**config.mk**
```make
export PLATFORM = sky130hd
export DESIGN_NAME = decoder_scan_ctrl_flat
export DESIGN_NICKNAME = d
export VERILOG_FILES = /design/src/rtl/decoder_scan_ctrl_if.sv /design/src/rtl/decoder_scan_ctrl.sv /design/src/flat_wrapper.sv
export SDC_FILE = /design/constraint.sdc
export NUM_CORES = 1
export LEC_CHECK = 0
export CAP_MARGIN = 10
export CORE_UTILIZATION = 55
export DETAILED_ROUTE_END_ITERATION = 8
export PLACE_DENSITY = 0.79
export SLEW_MARGIN = 20
export SYNTH_ARGS = -nofsm -noshare
export SYNTH_HDL_FRONTEND = slang
export SYNTH_SLANG_ARGS = --single-unit
export TNS_END_PERCENT = 1
```
**constraint.sdc**
```tcl
create_clock -name clk -period 2.54 [get_ports clk]
set_input_delay 0.508 -clock clk [delete_from_list [all_inputs] [get_ports clk]]
set_output_delay 0.508 -clock clk [all_outputs]
set_load 0.05 [all_outputs]
```
**src/rtl/decoder_scan_ctrl_if.sv**
```systemverilog
// Control/status bundle between a host and decoder_scan_ctrl.
// skip_mask exists only when SCAN_MASK_EN is defined.
interface decoder_scan_ctrl_if #(
  parameter int SEL_W   = 3,
  parameter int DWELL_W = 8,
  parameter int BLANK_W = 4
);
  logic               start;
  logic               stop;
  logic               continuous;
  logic [DWELL_W-1:0] dwell;
  logic [BLANK_W-1:0] blank;
`ifdef SCAN_MASK_EN
  logic [2**SEL_W-1:0] skip_mask;
`endif
  logic               en;
  logic [SEL_W-1:0]   a;
  logic               busy;
  logic               done;
  logic               wrap;

  modport master (
`ifdef SCAN_MASK_EN
    output skip_mask,
`endif
    output start, stop, continuous, dwell, blank,
    input  en, a, busy, done, wrap
  );

  modport slave (
`ifdef SCAN_MASK_EN
    input  skip_mask,
`endif
    input  start, stop, continuous, dwell, blank,
    output en, a, busy, done, wrap
  );
endinterface

```
**src/rtl/decoder_scan_ctrl.sv**
```systemverilog
// Sweeps a 3-to-8 decoder select with a blanking gap and dwell window per code.
// Optional feature macro SCAN_MASK_EN: per-select skip mask latched at start.
//
// state | meaning
// IDLE  | no sweep; a holds last value, en=0
// BLANK | en=0 gap before the current select is driven
// DRIVE | en=1 dwell window on the current select
module decoder_scan_ctrl #(
  parameter int SEL_W   = 3,
  parameter int DWELL_W = 8,
  parameter int BLANK_W = 4
) (
  input logic              clk,
  input logic              rst_n,
  decoder_scan_ctrl_if.slave bus
);
  localparam int N = 2**SEL_W;
  localparam logic [SEL_W-1:0] SEL_MAX = {SEL_W{1'b1}};

  typedef enum logic [1:0] {S_IDLE, S_BLANK, S_DRIVE} state_t;

  state_t             state_q, state_d;
  logic               en_q, en_d;
  logic [SEL_W-1:0]   a_q, a_d;
  logic               busy_q, busy_d;
  logic               done_q, done_d;
  logic               wrap_q, wrap_d;
  logic [DWELL_W-1:0] dwell_q, dwell_d;
  logic [BLANK_W-1:0] blank_q, blank_d;
  logic               cont_q, cont_d;
  logic [DWELL_W-1:0] dcnt_q, dcnt_d;
  logic [BLANK_W-1:0] bcnt_q, bcnt_d;

  logic               next_ok;
  logic [SEL_W-1:0]   next_idx;
  logic               start_ok;
  logic [SEL_W-1:0]   start_idx;
  logic [SEL_W-1:0]   first_idx;

`ifdef SCAN_MASK_EN
  logic [N-1:0] mask_q, mask_d;
  logic [N-1:0] below_a;
  logic [SEL_W:0] nxt_r, start_r, first_r;

  // Returns {found, index} of the lowest clear bit in skip.
  function automatic logic [SEL_W:0] find_lowest(input logic [N-1:0] skip);
    logic [SEL_W:0] r;
    r = '0;
    for (int i = N - 1; i >= 0; i--) begin
      if (!skip[i]) r = {1'b1, SEL_W'(i)};
    end
    return r;
  endfunction

  always_comb begin
    below_a   = ~({N{1'b1}} << ((SEL_W+1)'(a_q) + (SEL_W+1)'(1)));
    nxt_r     = find_lowest(mask_q | below_a);
    start_r   = find_lowest(bus.skip_mask);
    first_r   = find_lowest(mask_q);
    next_ok   = nxt_r[SEL_W];
    next_idx  = nxt_r[SEL_W-1:0];
    start_ok  = start_r[SEL_W];
    start_idx = start_r[SEL_W-1:0];
    first_idx = first_r[SEL_W-1:0];
  end
`else
  always_comb begin
    next_ok   = (a_q != SEL_MAX);
    next_idx  = a_q + SEL_W'(1);
    start_ok  = 1'b1;
    start_idx = '0;
    first_idx = '0;
  end
`endif

  always_comb begin
    state_d = state_q;
    en_d    = en_q;
    a_d     = a_q;
    busy_d  = busy_q;
    done_d  = 1'b0;
    wrap_d  = 1'b0;
    dwell_d = dwell_q;
    blank_d = blank_q;
    cont_d  = cont_q;
    dcnt_d  = dcnt_q;
    bcnt_d  = bcnt_q;
`ifdef SCAN_MASK_EN
    mask_d  = mask_q;
`endif
    case (state_q)
      S_IDLE: begin
        if (bus.start && !bus.stop) begin
          dwell_d = bus.dwell;
          blank_d = bus.blank;
          cont_d  = bus.continuous;
`ifdef SCAN_MASK_EN
          mask_d  = bus.skip_mask;
`endif
          if (start_ok) begin
            a_d     = start_idx;
            busy_d  = 1'b1;
            bcnt_d  = bus.blank;
            state_d = S_BLANK;
          end else begin
            done_d  = 1'b1;
          end
        end
      end
      S_BLANK: begin
        if (bus.stop) begin
          en_d    = 1'b0;
          busy_d  = 1'b0;
          state_d = S_IDLE;
        end else if (bcnt_q == '0) begin
          en_d    = 1'b1;
          dcnt_d  = dwell_q;
          state_d = S_DRIVE;
        end else begin
          bcnt_d  = bcnt_q - BLANK_W'(1);
        end
      end
      S_DRIVE: begin
        if (bus.stop) begin
          en_d    = 1'b0;
          busy_d  = 1'b0;
          state_d = S_IDLE;
        end else if (dcnt_q == '0) begin
          en_d   = 1'b0;
          bcnt_d = blank_q;
          if (next_ok) begin
            a_d     = next_idx;
            state_d = S_BLANK;
          end else begin
            wrap_d = 1'b1;
            if (cont_q) begin
              a_d     = first_idx;
              state_d = S_BLANK;
            end else begin
              done_d  = 1'b1;
              busy_d  = 1'b0;
              state_d = S_IDLE;
            end
          end
        end else begin
          dcnt_d = dcnt_q - DWELL_W'(1);
        end
      end
      default: begin
        en_d    = 1'b0;
        busy_d  = 1'b0;
        state_d = S_IDLE;
      end
    endcase
  end

  always_ff @(posedge clk or negedge rst_n) begin
    if (!rst_n) begin
      state_q <= S_IDLE;
      en_q    <= 1'b0;
      a_q     <= '0;
      busy_q  <= 1'b0;
      done_q  <= 1'b0;
      wrap_q  <= 1'b0;
      dwell_q <= '0;
      blank_q <= '0;
      cont_q  <= 1'b0;
      dcnt_q  <= '0;
      bcnt_q  <= '0;
`ifdef SCAN_MASK_EN
      mask_q  <= '0;
`endif
    end else begin
      state_q <= state_d;
      en_q    <= en_d;
      a_q     <= a_d;
      busy_q  <= busy_d;
      done_q  <= done_d;
      wrap_q  <= wrap_d;
      dwell_q <= dwell_d;
      blank_q <= blank_d;
      cont_q  <= cont_d;
      dcnt_q  <= dcnt_d;
      bcnt_q  <= bcnt_d;
`ifdef SCAN_MASK_EN
      mask_q  <= mask_d;
`endif
    end
  end

  assign bus.en   = en_q;
  assign bus.a    = a_q;
  assign bus.busy = busy_q;
  assign bus.done = done_q;
  assign bus.wrap = wrap_q;
endmodule
```
**src/flat_wrapper.sv**
```systemverilog
// flat-port wrapper written by rule: the top's interface ports become plain ports
module decoder_scan_ctrl_flat 
#(
  parameter int SEL_W   = 3,
  parameter int DWELL_W = 8,
  parameter int BLANK_W = 4
)
  (clk, rst_n, bus_start, bus_stop, bus_continuous, bus_dwell, bus_blank, bus_en, bus_a, bus_busy, bus_done, bus_wrap);
  decoder_scan_ctrl_if #(.SEL_W(SEL_W), .DWELL_W(DWELL_W), .BLANK_W(BLANK_W)) bus_i ();
  input logic clk;
  input logic rst_n;
  input wire logic [$bits(bus_i.start)-1:0] bus_start;
  input wire logic [$bits(bus_i.stop)-1:0] bus_stop;
  input wire logic [$bits(bus_i.continuous)-1:0] bus_continuous;
  input wire logic [$bits(bus_i.dwell)-1:0] bus_dwell;
  input wire logic [$bits(bus_i.blank)-1:0] bus_blank;
  output wire logic [$bits(bus_i.en)-1:0] bus_en;
  output wire logic [$bits(bus_i.a)-1:0] bus_a;
  output wire logic [$bits(bus_i.busy)-1:0] bus_busy;
  output wire logic [$bits(bus_i.done)-1:0] bus_done;
  output wire logic [$bits(bus_i.wrap)-1:0] bus_wrap;
  assign bus_i.start = bus_start;
  assign bus_i.stop = bus_stop;
  assign bus_i.continuous = bus_continuous;
  assign bus_i.dwell = bus_dwell;
  assign bus_i.blank = bus_blank;
  assign bus_en = bus_i.en;
  assign bus_a = bus_i.a;
  assign bus_busy = bus_i.busy;
  assign bus_done = bus_i.done;
  assign bus_wrap = bus_i.wrap;
  decoder_scan_ctrl #(.SEL_W(SEL_W), .DWELL_W(DWELL_W), .BLANK_W(BLANK_W)) u_core (.clk(clk), .rst_n(rst_n), .bus(bus_i));
endmodule
```
# --- Word-level counts from Yosys, hierarchy flattened ---
# Index checks and enable logic that the tools add are counted.
totals:
  regBits: 34
  output_inout_bits: 7
classes:
  add_sub_neg: 3
  eq_ne: 16
  muxes: 46
  bitwise: 1
  n_reduce_logical: 15
op_table:
  columns: ["op", "count"]
  rows:
  - ["$mux 8", 4]
  - ["$mux 1", 20]
  - ["$mux 4", 5]
  - ["$pmux 8 s2", 1]
  - ["$mux 3", 5]
  - ["$reduce_and 5->1", 3]
  - ["$mux 2", 6]
  - ["$pmux 4 s3", 1]
  - ["$ne 2x2->1 const B", 5]
  - ["$ne 3x3->1 const B", 3]
  - ["$logic_not 8->1", 1]
  - ["$sub 8x1->8 const B", 1]
  - ["$ne 2x1->1 const B", 3]
  - ["$ne 3x2->1 const B", 2]
  - ["$pmux 1 s3", 2]
  - ["$pmux 2 s3", 1]
  - ["$pmux 3 s2", 1]
  - ["$reduce_and 3->1", 2]
  - ["$reduce_and 6->1", 1]
  - ["$logic_not 4->1", 1]
  - ["$reduce_bool 2->1", 2]
  - ["$sub 4x1->4 const B", 1]
  - ["$add 3x1->3 const B", 1]
  - ["$ne 3x1->1 const B", 1]
  - ["8 further kinds", 8]

# --- Logic depth before layout (Yosys ltp) ---
logic_depth:
  word_depth: 5
  mapped_depth: 8
  ltp_nobuf: 6

# --- Worst setup path before layout ---
# OpenSTA, ideal clock, no wires.
synth_timing:
  path_type: "reg-to-reg"
  startpoint: "register u_core.dcnt_q[0]"
  endpoint: "register u_core.bcnt_q[0]"
  setup_ps: 125
  arrival_ps: 1878
  t_required_ps: 2415
  slack_ps: 537
  stages_incl_launch_ff: 7
  path_buffers: 0
  path_cell_list: "dfrtp_1 inv_1 ha_1 or4b_4 o21ai_4 and3_2 mux2_2"
synth_between:
  elab_chain_cells: 3
synth_rtl:
  columns: ["element", "line", "source"]
  rows:
  - ["start: declaration", "decoder_scan_ctrl.sv:31", "logic [DWELL_W-1:0] dcnt_q, dcnt_d;"]
  - ["start signal: assignment", "decoder_scan_ctrl.sv:183", "dcnt_q <= dcnt_d;"]
  - ["$logic_not 8->1", "decoder_scan_ctrl.sv:128", "end else if (dcnt_q == '0) begin"]
  - ["$ne 2x1->1 (no source line)", null, null]
  - ["$reduce_and 6->1 (no source line)", null, null]
  - ["end signal: assignment", "decoder_scan_ctrl.sv:184", "bcnt_q <= bcnt_d;"]
  - ["end: declaration", "decoder_scan_ctrl.sv:32", "logic [BLANK_W-1:0] bcnt_q, bcnt_d;"]
# No other way between the ends.
# A chain may end at the register's enable or synchronous reset.

# --- Worst setup path in the final report ---
# Same ends and word-level chain as after synthesis.

==> impl_results.md <==
* Status: completed
* Synthesized Nets at 220
* Setup Total Neg Slack at 0 ns
* Worst Setup SP: u_core.dcnt_q[0]
* Largest family of logic cells by synthesized area: simple AND/OR/NAND/NOR gates
* CP Capture Type: flop
* ANT cells at 0
* Post-layout minimum cycle time at 2.21 ns
* Synth async-reset ratio at 1.00
* CTS clk-pin slew, worst paths at 0.07 ns
* Longest Clk Path Bufs at 2
* Synth Area in Compound Gates at 0.159
* Synth unique cells at 52
* Avg Vias per Cell at 6.01
* Overall Global Routing Usage at 0.249
* Area contributors post-synth: dfrtp_1 42%, mux2_2 11%, ha_1 6.8%, inv_1 3.5%, o21ai_0 2.2%
* Number of global-route vias before repair at 1,651
* Post-synthesis mux area share at 0.140
* CTS Sinks at 34
* Worst-margin pin slew at 0.599 ns
* HPWL Detailed at 3.07 mm
* Drt initial violations at 117
* Post-CTS Setup Inserts at 0
* Post_cts resized at 0
* EDFF count, synth at 0
* Synth Area per Inst at 10.5 um2
* First-pass GRT wire length at 7.56 mm
* Site Rows at 21
* Wire length per cell at 15.9 um
* Pwr Total at 3230 uW
* Total core area at 0.00344 mm2
* Max FO, Critical Path at 6
* Remaining global-route overflow at 0
* Leakage at 0.00104 uW
* Final setup vio count at 0
* FF-to-FF End: u_core.bcnt_q[0]
* Post-Syn Area at 0.00202 mm2
* Hold path depth at 2
* Synth Flop Type: dfrtp_1
* Ys Warns at 0
* Util after Layout at 0.707
* Die area at 0.00393 mm2
* Post-synth top area cell: dfrtp_1
* CTS Buf Count at 5
* Required @ worst endpoint at 2.72 ns
* Achievable Freq at 0.453 GHz
* Antenna Violating Nets Remaining at 0
* Post-synth top cells: 34 x dfrtp_1, 19 x inv_1, 19 x mux2_2
* WL final at 4.27 mm
* Worst setup path end: u_core.bcnt_q[0]
* Non-Filler Instances at 269
* Reg-to-reg setup timing slack at 0.33 ns
* Initial antenna violation count at 0
* Clk_lat worst skew at 0.29 ns
* Hold_buf cts at 0
* Normalized max-slew margin at 0.597
* VDD IR max at 795 uV
* Clk_skew at 0.00552 ns
* Simple-Gate Fraction of Synth Area at 0.161
* Die H at 62.7 um
* Fin. Hold Viols at 0
* Placed insts at 261
* Post-synth top area share at 0.420
* CP Launch Type: flop
* Worst hold path class: flop to flop
* Input/output buffers at 23
* Vias at 1,618
* Synth Area in Adders at 0.0680
* Drc violations at 0
* Power per cell area at 1330 mW/mm2
* RSZ-0062 raised after global routing: no
* Setup CP Type: flop to flop
* Count leader, synth: dfrtp_1
* R2R Path Start: u_core.dcnt_q[0]
* Starting Density at 0.588
* CTS root buffer: clkbuf_8
* Worst Reg-to-Reg Cells at 6
* Die Wd at 62.7 um
* IO Count at 24
* Sequential element share of the synthesized area at 0.420
* Xor/xnor cell area share of the yosys netlist at 0
* Post-Syn Instances at 192
* Worst hold margin at 0.497 ns
* Fin nets at 250
* Layout cells sized above 1 at 0.202
* First-pass DRT Iterations at 4
* Largest net degree at the start of global routing at 35
* H-tree levels at 2
* Max-Cap Viols at 0
* Count of pins over their slew limit at 0
* Area grow syn2layout at 20.2%
* Worst Path Arrival at 2.39 ns
* Final critical-path share of the clock period at 0.870
* TritonCTS clock tree: yes
* Synth Register Bits at 34
* Placer congestion estimate at 0.856
metal layers:
metal  track usage  vias to the layer above  routed length (um)
li1              -                      768                   -
met3        0.0785                       10                 216
met1         0.312                      789                1940
met2         0.404                       51                2030
met5             0                        -                   0
met4        0.0843                        0                  79
layout make-up:
cell class                 count  area [um2]
tap                           46        57.6
clock buffer                   6        72.6
timing repair buffer          29         275
multi-input combinational    133        1070
inverter                      19        71.3
sequential                    34         851
fill                         264        1010
clock inverter                 2        37.5
layout by cell type (no fill, tap or decap), types with 4 or more instances in the layout:
cell,synthesis,layout
mux2_2,19,19
nand2_1,11,11
buf_4,0,6
o21ai_0,9,9
mux2i_1,4,4
nor3_1,4,4
inv_1,19,19
nand4_1,5,5
dfrtp_1,34,34
ha_1,11,11
o211ai_1,4,4
clkbuf_8,1,5
nor2_1,9,9
clkdlybuf4s50_1,0,23
nor4_1,4,4
how the worst min path moves through the flow:
stage | startpoint | endpoint | slack, ns
2_1_floorplan | rst_n | u_core.bcnt_q[0] | 0.21
3_3_place_gp | u_core.blank_q[3] | u_core.blank_q[3] | 0.47
3_5_place_dp | u_core.blank_q[3] | u_core.blank_q[3] | 0.48
4_1_cts | u_core.blank_q[3] | u_core.blank_q[3] | 0.50
5_1_grt | u_core.dwell_q[2] | u_core.dwell_q[2] | 0.52
6_report | u_core.blank_q[3] | u_core.blank_q[3] | 0.50
stage by stage:
step / instance area, um2 / setup slack [ns]
final: 2430 / 0.331
after global routing: 2430 / 0.211
after CTS: 2430 / 0.352
after detailed placement: 2320 / 0.191
after global placement: 2320 / 0.276
after floorplan: 2020 / 0.537
sequential cells by signal (all words and copies together) (netlist names):
name / cells
u_core.state_q: 2
u_core.bus.done: 1
u_core.bus.en: 1
u_core.bus.busy: 1
u_core.dwell_q: 8
u_core.bcnt_q: 4
u_core.bus.wrap: 1
u_core.cont_q: 1
u_core.blank_q: 4
u_core.bus.a: 3
u_core.dcnt_q: 8
logic make-up (layout without fill, tap and decap cells):
family                   after synthesis  after routing
AND/OR/NAND/NOR                       56             56
adder cells (fa/ha/maj)               11             11
multiplexers                          25             25
AO/OA/AOI/OAI                         41             41
flip-flops                            34             34
buffers and inverters                 25             56
worst max-delay path, stage by stage, from the launching register on:
cell	delay [ns]
dfrtp_1	0.42
inv_1	0.13
ha_1	0.17
or4b_4	0.51
o21ai_4	0.25
and3_2	0.27
mux2_2	0.34
where the power goes:
group          total, uW  switching (uW)  internal, uW
clock network        497             204           293
registers           1000             207           797
logic               1730             927           805
No activity file was read; power rests on OpenSTA's default activity.
